<file path="src/rtl/fetch_stage.sv">
// Instruction-fetch stage: next-PC selection, synchronous IMEM read issue,
// and a small shift-register instruction buffer feeding the IF/ID boundary.
// The buffer head is held in flops so IF_PC/IF_IR/IF_VALID come straight
// from registers. A credit check on (buffer + in-flight) keeps the buffer from
// overflowing, so decode may stall for any number of cycles without losing or
// duplicating a fetch.

module fetch_stage_checker #(
  parameter int FIFO_DEPTH = 2,
  parameter int CW         = 2
) (
  input logic          clk,
  input logic          rst_n,
  input logic          push,
  input logic          pop,
  input logic [CW-1:0] count
);

  // A response may only land in a full buffer when the head leaves in the same cycle.
  a_no_overflow: assert property (@(posedge clk) disable iff (!rst_n)
    !(push && !pop && (count == CW'(FIFO_DEPTH))));

endmodule

module fetch_stage #(
  parameter int              XLEN       = 32,
  parameter int              IMEM_AW    = 14,
  parameter logic [XLEN-1:0] RESET_VEC  = {XLEN{1'b0}},
  parameter int              FIFO_DEPTH = 2
) (
  input  logic               CLK,
  input  logic               RST_N,
  input  logic [1:0]         PC_SEL,
  input  logic [XLEN-1:0]    JALR_TGT,
  input  logic [XLEN-1:0]    BR_TGT,
  input  logic [XLEN-1:0]    JAL_TGT,
  input  logic               STALL,
  output logic               IMEM_RDEN,
  output logic [IMEM_AW-1:0] IMEM_ADDR,
  input  logic [31:0]        IMEM_DATA,
  output logic [XLEN-1:0]    IF_PC,
  output logic [31:0]        IF_IR,
  output logic               IF_VALID,
  output logic               MISALIGN
);

  // Counter width able to hold 0..FIFO_DEPTH.
  localparam int CW = $clog2(FIFO_DEPTH + 1);
  localparam logic [XLEN-1:0] PC_STEP = {{(XLEN-3){1'b0}}, 3'd4};

  if (FIFO_DEPTH < 2) begin : g_bad_depth
    $error("fetch_stage: FIFO_DEPTH must be at least 2");
  end
  if (XLEN < IMEM_AW + 2) begin : g_bad_xlen
    $error("fetch_stage: XLEN too small for IMEM_AW");
  end

  // Architectural state.
  logic [XLEN-1:0] pc_r;
  logic [XLEN-1:0] req_pc_r;
  logic            inflight_r;
  logic [CW-1:0]   count_r;
  logic            valid_r;
  logic            misalign_r;
  logic [XLEN-1:0] buf_pc_r [FIFO_DEPTH];
  logic [31:0]     buf_ir_r [FIFO_DEPTH];

  // Combinational control.
  logic            redirect_s;
  logic [XLEN-1:0] target_s;
  logic            pop_s;
  logic            push_s;
  logic            credit_s;
  logic            issue_s;
  logic [CW:0]     occupancy_s;
  logic [CW:0]     limit_s;
  logic [CW-1:0]   count_nxt_s;
  logic [CW-1:0]   wr_idx_s;
  logic [XLEN-1:0] buf_pc_nxt_s [FIFO_DEPTH];
  logic [31:0]     buf_ir_nxt_s [FIFO_DEPTH];

  // Redirect detection and target selection from the PC-select code.
  always_comb begin
    redirect_s = (PC_SEL != 2'b00);
    case (PC_SEL)
      2'b01:   target_s = JALR_TGT;
      2'b10:   target_s = BR_TGT;
      2'b11:   target_s = JAL_TGT;
      default: target_s = pc_r;
    endcase
  end

  // Consume/fill handshake and the issue credit (buffer + in-flight vs depth).
  always_comb begin
    pop_s       = valid_r & ~STALL & ~redirect_s;
    push_s      = inflight_r & ~redirect_s;
    occupancy_s = {1'b0, count_r} + {{CW{1'b0}}, inflight_r};
    limit_s     = (CW+1)'(FIFO_DEPTH) + {{CW{1'b0}}, pop_s};
    credit_s    = (occupancy_s < limit_s);
    issue_s     = RST_N & ~redirect_s & credit_s;
  end

  // Occupancy update and the slot that receives a returning instruction.
  always_comb begin
    count_nxt_s = count_r;
    case ({push_s, pop_s})
      2'b10:   count_nxt_s = count_r + {{(CW-1){1'b0}}, 1'b1};
      2'b01:   count_nxt_s = count_r - {{(CW-1){1'b0}}, 1'b1};
      default: count_nxt_s = count_r;
    endcase
    wr_idx_s = count_r - {{(CW-1){1'b0}}, pop_s};
  end

  // Shift the buffer toward the head on pop, then drop the response into its slot.
  always_comb begin
    for (int i = 0; i < FIFO_DEPTH; i++) begin
      buf_pc_nxt_s[i] = pop_s ? buf_pc_r[(i + 1) % FIFO_DEPTH] : buf_pc_r[i];
      buf_ir_nxt_s[i] = pop_s ? buf_ir_r[(i + 1) % FIFO_DEPTH] : buf_ir_r[i];
      buf_pc_nxt_s[i] = (push_s && (wr_idx_s == CW'(i))) ? req_pc_r  : buf_pc_nxt_s[i];
      buf_ir_nxt_s[i] = (push_s && (wr_idx_s == CW'(i))) ? IMEM_DATA : buf_ir_nxt_s[i];
    end
  end

  // PC register and the single outstanding IMEM request.
  always_ff @(posedge CLK) begin
    if (!RST_N) begin
      pc_r       <= RESET_VEC;
      req_pc_r   <= {XLEN{1'b0}};
      inflight_r <= 1'b0;
    end else if (redirect_s) begin
      pc_r       <= {target_s[XLEN-1:2], 2'b00};
      inflight_r <= 1'b0;
    end else if (issue_s) begin
      pc_r       <= pc_r + PC_STEP;
      req_pc_r   <= pc_r;
      inflight_r <= 1'b1;
    end else begin
      inflight_r <= 1'b0;
    end
  end

  // Instruction buffer storage; a redirect leaves contents but empties the count.
  always_ff @(posedge CLK) begin
    if (!RST_N) begin
      for (int i = 0; i < FIFO_DEPTH; i++) begin
        buf_pc_r[i] <= {XLEN{1'b0}};
        buf_ir_r[i] <= 32'h0000_0000;
      end
    end else begin
      for (int i = 0; i < FIFO_DEPTH; i++) begin
        buf_pc_r[i] <= buf_pc_nxt_s[i];
        buf_ir_r[i] <= buf_ir_nxt_s[i];
      end
    end
  end

  // Occupancy, registered head-valid flag and the misaligned-target pulse.
  always_ff @(posedge CLK) begin
    if (!RST_N) begin
      count_r    <= {CW{1'b0}};
      valid_r    <= 1'b0;
      misalign_r <= 1'b0;
    end else if (redirect_s) begin
      count_r    <= {CW{1'b0}};
      valid_r    <= 1'b0;
      misalign_r <= (target_s[1:0] != 2'b00);
    end else begin
      count_r    <= count_nxt_s;
      valid_r    <= (count_nxt_s != {CW{1'b0}});
      misalign_r <= 1'b0;
    end
  end

  assign IMEM_RDEN = issue_s;
  assign IMEM_ADDR = pc_r[IMEM_AW+1:2];
  assign IF_PC     = buf_pc_r[0];
  assign IF_IR     = buf_ir_r[0];
  assign IF_VALID  = valid_r;
  assign MISALIGN  = misalign_r;

  fetch_stage_checker #(
    .FIFO_DEPTH (FIFO_DEPTH),
    .CW         (CW)
  ) u_checker (
    .clk   (CLK),
    .rst_n (RST_N),
    .push  (push_s),
    .pop   (pop_s),
    .count (count_r)
  );

endmodule
</file>
<file path="config.mk">
export PLATFORM = sky130hd
export DESIGN_NAME = fetch_stage
export DESIGN_NICKNAME = d
export VERILOG_FILES = /design/src/rtl/fetch_stage.sv
export SDC_FILE = /design/constraint.sdc
export NUM_CORES = 1
export LEC_CHECK = 0
export ABC_CLOCK_PERIOD_IN_PS = 2200
export BUFFER_PORTS_ARGS = -buffer_cell sky130_fd_sc_hd__buf_2
export CORE_MARGIN = 2
export CORE_UTILIZATION = 49
export DETAILED_ROUTE_END_ITERATION = 8
export GPL_ROUTABILITY_DRIVEN = 0
export PLACE_DENSITY = 0.76
export SYNTH_ARGS = -nofsm -noshare
export SYNTH_HDL_FRONTEND = slang
export SYNTH_SLANG_ARGS = --single-unit
</file>
<file path="constraint.sdc">
create_clock -name CLK -period 2.2 [get_ports CLK]
set_input_delay 0.11 -clock CLK [delete_from_list [all_inputs] [get_ports CLK]]
set_output_delay 0.11 -clock CLK [all_outputs]
set_load 0.02 [all_outputs]
</file>
==> run_results.csv, run 1 <==
group,metric,value,unit
run_status,status,"finished with violations",
run_status,failed_checks,"setup timing",
pwr,static-leakage-power,0.004501,µW
final_layout,layout-drive-gt1-share,22.87,%
routing,via_per_inst,5.744,
setup_path,worstPathArrival,2.57,ns
setup_path,path_max_fanout,4,
setup_path,crit_buf_inv,2,
place,io_buffers,213,
synthesis,syn_inst,1227,
sta,setup_viol,3,
sta,finClkSkew,0.01288,ns
synthesis,netlist_area,9539,µm²
sta,slew_headroom,58.09,%
synthesis,avgSynthCellArea,7.774,µm²
final_layout,n_antenna_cell,0,
synthesis,yosysTopAreaCell,"dfxtp_1",
global_routing,grt_pass1_wl,41.38,mm
synthesis,yosysWarnings,0,
sta,rsz0062_at_grt,"yes",
routing,drt-total-wl,26.30,mm
routing,dr.pass1.iters,8,
global_routing,grt.overflow.total,0,
synthesis,synthFlopType,"dfxtp_1",
synthesis,synth_edf_count,0,
hold_path,hp-start,"BR_TGT[23]",
setup_path,crit_type,"register to register",
pwr,peakVddDrop,535.7,µV
die,start_util,49.50,%
synthesis,syn_nets,1368,
synthesis,synth_top_family_by_area,"simple AND/OR/NAND/NOR gates",
setup_path,timing.rr.end,"pc_r[25]",
final_layout,seq_area,3866,µm²
setup_path,r2r-start,"inflight_r",
sta,hold_viol,0,
synthesis,synth-simple-area-share,23.50,%
sta,timing.final.crit_share,101.4,%
setup_path,startpoint_type,"register",
clocking,clk_pin_slew,0.08,ns
clocking,clkSinkCount,193,
routing,drc_errors,0,
job,drv_cap,0,
final_layout,area_growth,21.41,%
clocking,cts_buffers,17,
synthesis,synth_compound_area_share,20.76,%
setup_path,path_cells,"ha_4 -> or3b_4 -> a2111oi_4 -> buf_6 -> clkbuf_16 -> nand4_1 -> xor2_1 -> a211oi_1",
final_layout,final_common_cell,"nand2_1",
final_layout,most-common-layout-cells,"nand2_1 (275), buf_2 (213), dfxtp_1 (191), nor2_1 (131), a311oi_1 (125)",
synthesis,synthTopCellsByArea,"dfxtp_1 (41%), a311oi_1 (11%), nand2_1 (11%)",
hold_path,worstHoldPathCells,3,
setup_path,required,2.54,ns
routing,ant_nets,0,
sta,min_period,2.230,ns
clocking,htree_levels,4,
setup_path,critical_path.top_delay_family,"simple AND/OR/NAND/NOR gates",
die,core-area,19270,µm²
sta,slew_violations,0,
synthesis,async_reset_ff_share,0,%
die,die_h,143.5,µm
final_layout,multi_input_area,4720,µm²
synthesis,ys_types,46,
place,dp_slack,-0.02400,ns
die,rows,51,
clocking,cts_tree,"yes",
clocking,insertion_delay,0.43,ns
setup_path,path_depth,8,
die,die-width,143.5,µm
die,ios,214,
die,die-area,20600,µm²
clocking,clockBufferDepth,2,
routing,num_vias,9357,
hold_path,whs_endpoint,"pc_r[23]",
global_routing,grt.total_usage,24.69,%
clocking,cts_root_buf,"clkbuf_16",
synthesis,yosysSeqAreaShare,40.50,%
setup_path,crit_slowest_cell,"or3b_4",
synthesis,synth_mux_area_share,0.2099,%
pwr,power_density,652.0,nW/µm²
global_routing,grt_max_degree,126,
synthesis,synthAdderAreaFrac,1.049,%
place,dp_hpwl,16.80,mm
setup_path,end_kind,"register",
synthesis,synthXorXnorAreaFrac,2.846,%
sta,fmax,0.4484,GHz
final_layout,final_core_util,60.10,%
sta,worstMarginPinSlew,0.6286,ns
final_layout,final_nets,1492,
setup_path,slowest_delay,0.41,ns
routing,wl_per_cell,16.15,µm
synthesis,synth_top_area_share,40.50,%
hold_path,hold_path.class,"input port to register",
sta,setup_ws,-0.03024,ns
setup_path,r2r_slack,-0.03,ns
routing,first_iter_violations,925,
synthesis,synth_seq_cells,193,
final_layout,nFillCells,1690,
global_routing,antenna_found_initial,0,
setup_path,ff2ff_path_depth,8,
global_routing,grt_pass1_vias,8320,
[cells by family after synthesis]
| logic type | count (synthesis) |
|---|---|
| and+or+nand+nor | 534 |
| AOI/OAI and AO/OA | 257 |
| buffers and inverters | 202 |
| DFF | 193 |
| xor gates and xnor gates | 31 |
| adders and majority gates | 8 |
| muxes | 2 |
[worst reg2reg max path, cell delays in order, from the launching register on]
cell and delay (ns):
dfxtp_2 0.34, ha_4 0.23, or3b_4 0.41, a2111oi_4 0.32, buf_6 0.18, clkbuf_16 0.14, nand4_1 0.13, xor2_1 0.22
a211oi_1 0.19
[cell usage after synthesis, types with 13 or more instances]
cell type  number
xor2_1         27
a211oi_1       13
o21ai_0        15
nand4_1        14
nand2_1       275
a21oi_1        56
dfxtp_1       193
nor2_1        132
a311oi_1      125
nand3_1        73
buf_4          78
a221oi_1       13
inv_1          15
a22oi_1        14
clkbuf_1       94
[flip-flops by register name (all words and copies together) (netlist names)]
name and cells:
IF_VALID 1, MISALIGN 1, buf_ir_r 64, buf_pc_r 64
count_r 2, inflight_r 1, pc_r 30, req_pc_r 30
[report_power, final]
part           switching [µW]  total [µW]  internal [µW]
logic                     407         728            321
registers                75.5        3640           3570
clock network            1420        3180           1760
total                    1900        7550           5650
[through the flow]
step / setup TNS (ns) / hold WS (ns) / instances / area [µm²] / power (µW)
2_1_floorplan: -0.01436 / 0.2338 / 1227 / 9542 / 4113
3_3_place_gp: -0.008435 / 0.4072 / 1557 / 10470 / 4375
3_5_place_dp: -0.02400 / 0.4150 / 1557 / 10470 / 4384
4_1_cts: -0.01332 / 0.01630 / 1621 / 11400 / 7565
5_1_grt: -1.138 / 0.01941 / 1629 / 11580 / 7812
6_report: -0.07065 / 0.02546 / 1629 / 11580 / 7551
[timing repair]
item,in CTS,in global routing
setup buffers,0,5
hold buffers,32,0
cloned,0,3
resized for setup,3,13
setup endpoints to repair,3,47
pin swaps,3,13
hold endpoints to repair,61,0
[worst max-delay path by stage]
stage,slack (ns),startpoint,endpoint
after CTS,-0.01,inflight_r,pc_r[22]
after global routing,-0.13,inflight_r,pc_r[22]
after detailed placement,-0.02,inflight_r,pc_r[22]
final,-0.03,inflight_r,pc_r[25]
after floorplan,-0.008,inflight_r,pc_r[15]
after global placement,-0.008,inflight_r,pc_r[22]
[final cells by class]
cell class,count,share of cell area (%)
sequential,193,33.38
timing repair buffer,292,17.30
clock buffer,20,3.943
tap,265,2.863
inverter,15,0.5078
clock inverter,12,1.253
multi-input combinational,832,40.75
[per-layer routing]
metal	track usage, %	vias to the layer above	share of wire [%]
li1	-	4520	-
met1	33.66	4425	44
met2	40.63	375	47
met3	3.765	37	6.5
met4	7.172	0	1.9
met5	0	-	0
Power figures use the tool's default switching activity.
==> run 2, diff against run 1 <==
- CORE_UTILIZATION: 49 -> 40
- PLACE_DENSITY: 0.76 -> not set
==> run_results.csv, run 2 (synthesis results as in run 1) <==
group,metric,value,unit
pwr,static-leakage-power,0.004605,µW
place,place_area,10770,µm²
final_layout,top_regs,"buf_ir_r x64, buf_pc_r x64",
pwr,power_density,636.5,nW/µm²
global_routing,grt.overflow.total,0,
final_layout,final_cell_count_no_fill,1703,
final_layout,n_antenna_cell,0,
final_layout,most-common-layout-cells,"nand2_1 (275), buf_2 (212), dfxtp_1 (191), nor2_1 (131), a311oi_1 (125)",
place,dpl.cell_count,1636,
clocking,cts_tree,"yes",
routing,via_per_inst,5.409,
sta,worstMarginPinSlew,0.6770,ns
die,ios,214,
setup_path,required,2.57,ns
clocking,cts_root_buf,"clkbuf_16",
final_layout,final_nets,1512,
die,die_h,158.4,µm
place,io_buffers,213,
sta,timing.final.crit_share,98.48,%
sta,finClkSkew,0.01244,ns
setup_path,worstPathArrival,2.54,ns
die,core-area,23470,µm²
clocking,clockBufferDepth,2,
sta,slew_violations,0,
global_routing,antenna_found_initial,0,
final_layout,layout-drive-gt1-share,23.70,%
final_layout,final_area,11770,µm²
setup_path,crit_type,"register to register",
global_routing,grt_max_degree,126,
clocking,clkSinkCount,193,
setup_path,startpoint_type,"register",
pwr,peakVddDrop,381.1,µV
sta,min_period,2.166,ns
global_routing,grt_pass1_vias,8549,
global_routing,grt.total_usage,21.92,%
clocking,cts_buffers,17,
clocking,insertion_delay,0.44,ns
routing,drc_errors,0,
hold_path,hold_path.class,"input port to register",
die,die-area,25100,µm²
sta,fmax,0.4616,GHz
die,die-width,158.4,µm
routing,dr.pass1.iters,6,
sta,rsz0062_at_grt,"yes",
global_routing,grt_pass1_wl,44.08,mm
die,start_util,40.64,%
final_layout,area_growth,23.41,%
job,drv_cap,0,
clocking,clk_pin_slew,0.08,ns
final_layout,nFillCells,2245,
sta,hold_viol,0,
routing,num_vias,9211,
setup_path,path_max_fanout,17,
clocking,htree_levels,4,
place,dp_hpwl,18.88,mm
die,rows,56,
routing,first_iter_violations,790,
routing,ant_nets,0,
sta,slew_headroom,54.59,%
setup_path,end_kind,"register",
final_layout,final_common_cell,"nand2_1",
routing,wl_per_cell,16.33,µm
run_status,status,"finished clean",
routing,drt-total-wl,27.80,mm
sta,setup_viol,0,
## run 2: cell types whose count changed in the layout (fill, tap and decap cells not counted), sizes merged
cell      previous run  this run
clkinvlp             4         0
bufinv               2         0
clkbuf              23        19
buf                257       279
inv                 20        24
clkinv               1         5
## run 2: timing repair
item / 4_1_cts / 5_1_grt
hold buffers: 32 / 0
setup buffers: 2 / 0
pin swaps: 1 / 2
cloned: 0 / 1
gates resized for setup: 6 / 6
endpoints found under the hold margin: 64 / 0
setup endpoints to repair: 6 / 43
## run 2: routing by layer
metal  vias up  global-route usage, %  wire length (µm)
li1       4565                      -                 -
met2       333                  36.44             12800
met5         -                      0                 0
met1      4281                  29.24             12870
met3        32                  4.355              1660
met4         0                  5.491               470
## run 2: area by class of cell
| cell class | instances | area [µm²] | area share [%] |
|---|---|---|---|
| Sequential cell | 193 | 3866 | 32.84 |
| Timing Repair Buffer | 312 | 2175 | 18.47 |
| Clock inverter | 14 | 160.2 | 1.360 |
| Inverter | 15 | 58.81 | 0.4995 |
| Tap cell | 319 | 399.1 | 3.390 |
| Multi-Input combinational cell | 832 | 4684 | 39.79 |
| Clock buffer | 18 | 429.2 | 3.645 |
## run 2: critical path, cell delays in order, from the launching register on
cell       delay [ns]
dfxtp_2          0.34
ha_4             0.23
or3b_4           0.40
a2111oi_4        0.36
buf_12           0.19
nand3_1          0.11
or3_1            0.32
a31oi_1          0.15
## run 2: stage by stage
step / hold slack [ns] / total power [µW] / util (%) / setup WS (ns) / setup TNS [ns]
final: 0.03529 / 7493 / 50.15 / 0.03350 / 0
after global routing: 0.04020 / 7783 / 50.15 / -0.05368 / -0.1565
after CTS: 0.01400 / 7560 / 49.96 / 0.004563 / 0
after detailed placement: 0.4172 / 4423 / 45.89 / -0.06159 / -0.07832
after global placement: 0.4090 / 4423 / 45.89 / 0.02828 / 0
after floorplan: 0.2338 / 4113 / - / -0.008448 / -0.01436
## run 2: worst paths after layout
path | to | slack (ns) | depth (start not counted) | startpoint
worst min-delay path | pc_r[7] | 0.04 | 3 | JALR_TGT[7]
worst max register to register | pc_r[22] | 0.03 | 7 | inflight_r
worst min register to register | buf_pc_r[0][0] | 0.45 | 2 | buf_pc_r[0][32]
worst max-delay path | pc_r[22] | 0.03 | 7 | inflight_r
## run 2: report_power, final
part / switching (µW) / internal [µW]
clock network: 1560 / 1540
logic: 431 / 335
registers: 69.3 / 3570
total: 2060 / 5440
